## src/rtl/control_booth_r4.sv

```systemverilog
// Control sequencer for a radix-4 (modified) Booth signed multiplier.
// It drives the load/add/shift strobes of an external A/Q/M datapath and handshakes with the host.
module control_booth_r4 #(
  parameter int N_ITER = 2
) (
  input  logic       clk,
  input  logic       reset,
  input  logic       start,
  input  logic [2:0] q_low,
  output logic       carga_a,
  output logic       carga_q,
  output logic       carga_m,
  output logic       desplaza_a,
  output logic       desplaza_q,
  output logic       sel_ini,
  output logic       resta,
  output logic       sel_m2,
  output logic       ready,
  output logic       done
);

  // The counter only has to reach N_ITER-1; keep it at least one bit wide.
  localparam int CW = (N_ITER > 1) ? $clog2(N_ITER) : 1;
  localparam logic [CW-1:0] LAST_ITER = CW'(N_ITER - 1);

  typedef enum logic [2:0] {
    IDLE   = 3'd0,
    LOAD   = 3'd1,
    EVAL   = 3'd2,
    SHIFT1 = 3'd3,
    SHIFT2 = 3'd4,
    DONE   = 3'd5
  } state_t;

  state_t          state;
  state_t          state_nxt;
  logic [CW-1:0]   iter_cnt;
  logic [CW-1:0]   iter_cnt_nxt;

  always_ff @(posedge clk or posedge reset) begin
    if (reset) begin
      state    <= IDLE;
      iter_cnt <= '0;
    end else begin
      state    <= state_nxt;
      iter_cnt <= iter_cnt_nxt;
    end
  end

  always_comb begin
    state_nxt    = state;
    iter_cnt_nxt = iter_cnt;
    carga_a      = 1'b0;
    carga_q      = 1'b0;
    carga_m      = 1'b0;
    desplaza_a   = 1'b0;
    desplaza_q   = 1'b0;
    sel_ini      = 1'b0;
    resta        = 1'b0;
    sel_m2       = 1'b0;
    ready        = 1'b0;
    done         = 1'b0;

    case (state)
      IDLE: begin
        ready = 1'b1;
        if (start) state_nxt = LOAD;
      end

      LOAD: begin
        carga_a      = 1'b1;
        carga_q      = 1'b1;
        carga_m      = 1'b1;
        sel_ini      = 1'b1;
        iter_cnt_nxt = '0;
        state_nxt    = EVAL;
      end

      // Booth window {Q1,Q0,Q-1} selects 0, +M, +2M, -2M or -M.
      EVAL: begin
        case (q_low)
          3'b001, 3'b010: begin
            carga_a = 1'b1;
          end
          3'b011: begin
            carga_a = 1'b1;
            sel_m2  = 1'b1;
          end
          3'b100: begin
            carga_a = 1'b1;
            resta   = 1'b1;
            sel_m2  = 1'b1;
          end
          3'b101, 3'b110: begin
            carga_a = 1'b1;
            resta   = 1'b1;
          end
          default: begin
            carga_a = 1'b0;
          end
        endcase
        state_nxt = SHIFT1;
      end

      SHIFT1: begin
        desplaza_a = 1'b1;
        desplaza_q = 1'b1;
        state_nxt  = SHIFT2;
      end

      SHIFT2: begin
        desplaza_a = 1'b1;
        desplaza_q = 1'b1;
        if (iter_cnt == LAST_ITER) begin
          state_nxt = DONE;
        end else begin
          iter_cnt_nxt = iter_cnt + CW'(1);
          state_nxt    = EVAL;
        end
      end

      DONE: begin
        done      = 1'b1;
        state_nxt = IDLE;
      end

      default: begin
        state_nxt    = IDLE;
        iter_cnt_nxt = '0;
      end
    endcase
  end

endmodule

```

## config.mk

```make
export PLATFORM = sky130hd
export DESIGN_NAME = control_booth_r4
export DESIGN_NICKNAME = d
export VERILOG_FILES = /design/src/rtl/control_booth_r4.sv
export SDC_FILE = /design/constraint.sdc
export NUM_CORES = 1
export LEC_CHECK = 0
export BUFFER_PORTS_ARGS = -buffer_cell sky130_fd_sc_hd__buf_2
export CAP_MARGIN = 40
export CORE_AREA = 2 2 39 41
export CTS_CLUSTER_DIAMETER = 50
export DETAILED_ROUTE_END_ITERATION = 8
export DIE_AREA = 0 0 41 43
export REMOVE_ABC_BUFFERS = 1
export SKIP_LAST_GASP = 1
export SYNTH_ARGS = -nofsm -noshare
export SYNTH_HDL_FRONTEND = slang
export SYNTH_SLANG_ARGS = --single-unit
```

## constraint.sdc

```tcl
create_clock -name clk -period 1.34 [get_ports clk]
set_input_delay 0 -clock clk [delete_from_list [all_inputs] [get_ports clk]]
set_output_delay 0 -clock clk [all_outputs]
set_load 0.03 [all_outputs]
```

==> qor.yml <==
placed_design:
  io_buffers: 15
  place_area_um2: 373
  placed_cells: 66
  dp_slack_ns: 0.134
  dp.final_hpwl_um: 481
  gp_congestion: 0.715
pwr:
  switching_share: 0.535
  leakage_nw: 0.229
  seqPwrFrac: 0.213
  power.density_nw_per_um2: 2920
  combPwrFrac: 0.672
  clock_power_share: 0.116
  irDropWorstVdd_uv: 1140
  switchingPower_uw: 720
  intPower_uw: 625
worst_setup_path:
  critical_path_class: "register to output port"
  crit_end: "carga_a"
  path_max_fanout: 2
  ff2ff_path_depth: 5
  worstPathArrival_ns: 1.38
  startpoint: "state[0]$_DFFE_PP0P_"
  crit_path_end_kind: "output port"
  r2r-start: "state[0]$_DFFE_PP0P_"
  startpoint_type: "register"
  r2r_slack_ns: 0.18
  r2r_end: "state[1]$_DFFE_PP0P_"
  crit_required_ns: 1.34
run:
  drv_cap: 0
floorplan:
  io_pins: 16
  coreArea_um2: 1380
  rows: 14
  die_w_um: 41
  die_h_um: 43
  dieArea_um2: 1760
  initial_core_util: 0.222
final_layout:
  drive_gt1_frac: 0.429
  antenna_cells: 0
  multi_input_area_um2: 176
  fill_cells: 158
  final_common_cell: "buf_2"
  nets: 64
  fin_area_um2: 460
  register_area_um2: 100
  layout_common_cells: "buf_2 (9), buf_4 (6), clkbuf_4 (5)"
  fin_cells: 72
  area_delta_synth_final_pct: 49.6
run_status:
  status: "finished with violations"
  violations: "setup timing"
synthesis:
  syn_avg_cell_area_um2: 7.69
  syn_inst: 40
  ys_seq_area_frac: 0.325
  ys_warn_count: 0
  synth_top_area_cell: "dfrtp_1"
  synth_cell_type_count: 22
  syn_area_um2: 308
  synth.area.top_cells: "dfrtp_1 (33%), buf_4 (7.3%), buf_2 (4.9%), inv_1 (4.9%), nand2_1 (4.9%)"
  synth_top_area_frac: 0.325
  ys_ff_latch: 4
timing:
  period_minus_slack_ns: 1.38
  min_period_over_period: 1.03
  rsz0062_at_grt: "true"
  final_hold_viol_count: 0
  max_freq_mhz: 723
  slew-limit-headroom: 0.765
  tightestPinTransition_ns: 0.352
  layout_setup_ws_ns: -0.0433
  fin_skew_ns: 0.00868
  slew_viol_final: 0
  setup_viol: 1
global_routing:
  grt_pass1_vias: 280
  grt.total_usage: 0.117
  grt_max_degree: 13
  overflow: 0
  grt_first_pass_wirelength_mm: 1.24
  antenna_found_initial: 0
clock_tree:
  cts.sinks: 4
  cts-root-buf: "clkbuf_4"
  clock_path_buffers: 2
  numCtsBuffers: 3
  clock_latency_ns: 0.24
  clk_transition_reported_paths_ns: 0.04
  htree_levels: 1
  cts_tree: "yes"
detailed_routing:
  drc: 0
  wl_um: 839
  drtAntennaViolNets: 0
  wire_per_inst_um: 11.7
  initialDrtViolationCount: 6
  vias: 332
  first_pass_iters: 4
  via_per_inst: 4.61
worst_hold_path:
  hp-class: "primary input to register"
==> routing by layer <==
layer  share of wire  global-route usage  vias to the layer above
li1                -                   -                      169
met3           0.039              0.0157                        2
met4           0.023               0.140                        0
met5               0                   0                        -
met1            0.42               0.142                      152
met2            0.51               0.150                        9
==> critical path, cell delays in order (launching register included) <==
cell     delay [ns]
dfrtp_1        0.38
or4_4          0.44
o31ai_4        0.08
nor3_1         0.07
buf_4          0.18
==> registers in the layout, indices dropped and copies added, names as in the netlist <==
signal and cells:
iter_cnt 1, state 3
==> through the flow <==
| step | power [mW] | hold WS, ns | util | setup TNS [ns] |
|---|---|---|---|---|
| after global routing | 1.44 | 0.0377 | 0.333 | -0.208 |
| after floorplan | 0.831 | -0.234 | - | -3.49 |
| after global placement | 1.07 | -0.111 | 0.269 | 0 |
| after CTS | 1.28 | 0.00912 | 0.307 | -0.0358 |
| final | 1.34 | 0.0107 | 0.333 | -0.0433 |
| after detailed placement | 1.08 | -0.110 | 0.269 | 0 |
==> repair_timing <==
item,4_1_cts,5_1_grt
hold buffers,1,0
pin swaps,2,2
endpoints found under the setup margin,1,8
endpoints found under the hold margin,4,0
resized for setup,4,9
setup buffers,0,2
==> power by group through the flow <==
stage,Combinational [mW],Clock (mW),Sequential [mW]
floorplan,0.554,0,0.277
global route,0.970,0.172,0.298
CTS,0.841,0.161,0.281
finish,0.904,0.156,0.286
global placement,0.791,0,0.277
detailed placement,0.796,0,0.281
==> how the worst min path moves through the flow <==
stage                     cells past startpoint  start  slack [ns]                    to
after global routing                          2  start        0.04  state[0]$_DFFE_PP0P_
after detailed placement                      2  reset       -0.11  iter_cnt$_DFFE_PP0N_
after global placement                        2  reset       -0.11  iter_cnt$_DFFE_PP0N_
after CTS                                     2  start       0.009  state[0]$_DFFE_PP0P_
final                                         2  start        0.01  state[0]$_DFFE_PP0P_
after floorplan                               1  reset       -0.23  iter_cnt$_DFFE_PP0N_
==> logic make-up after synthesis <==
family / count (synthesis) / synth area share
and+or+nand+nor: 17 / 0.309
buffers and inverters: 10 / 0.171
AOI/OAI and AO/OA: 8 / 0.167
xor gates and xnor gates: 1 / 0.0285
DFF: 4 / 0.325
==> cell usage after synthesis (all sizes together) <==
master,number
nor2b,1
or4,1
or3,1
nand3,1
nand3b,2
o311a,1
and3b,1
inv,4
nand2,4
o31ai,1
a211oi,1
o22ai,1
xnor2,1
nor3b,1
dfrtp,4
buf,6
o21ai,2
nand2b,1
nor2,2
a21oi,2
nor3,2
==> cell type report <==
type	count	share of cell area
multi-input combinational	26	0.383
timing repair buffer	19	0.274
sequential	4	0.217
clock buffer	3	0.0489
tap	16	0.0435
inverter	4	0.0326
Note: power is estimated with default switching activity, not from simulation.
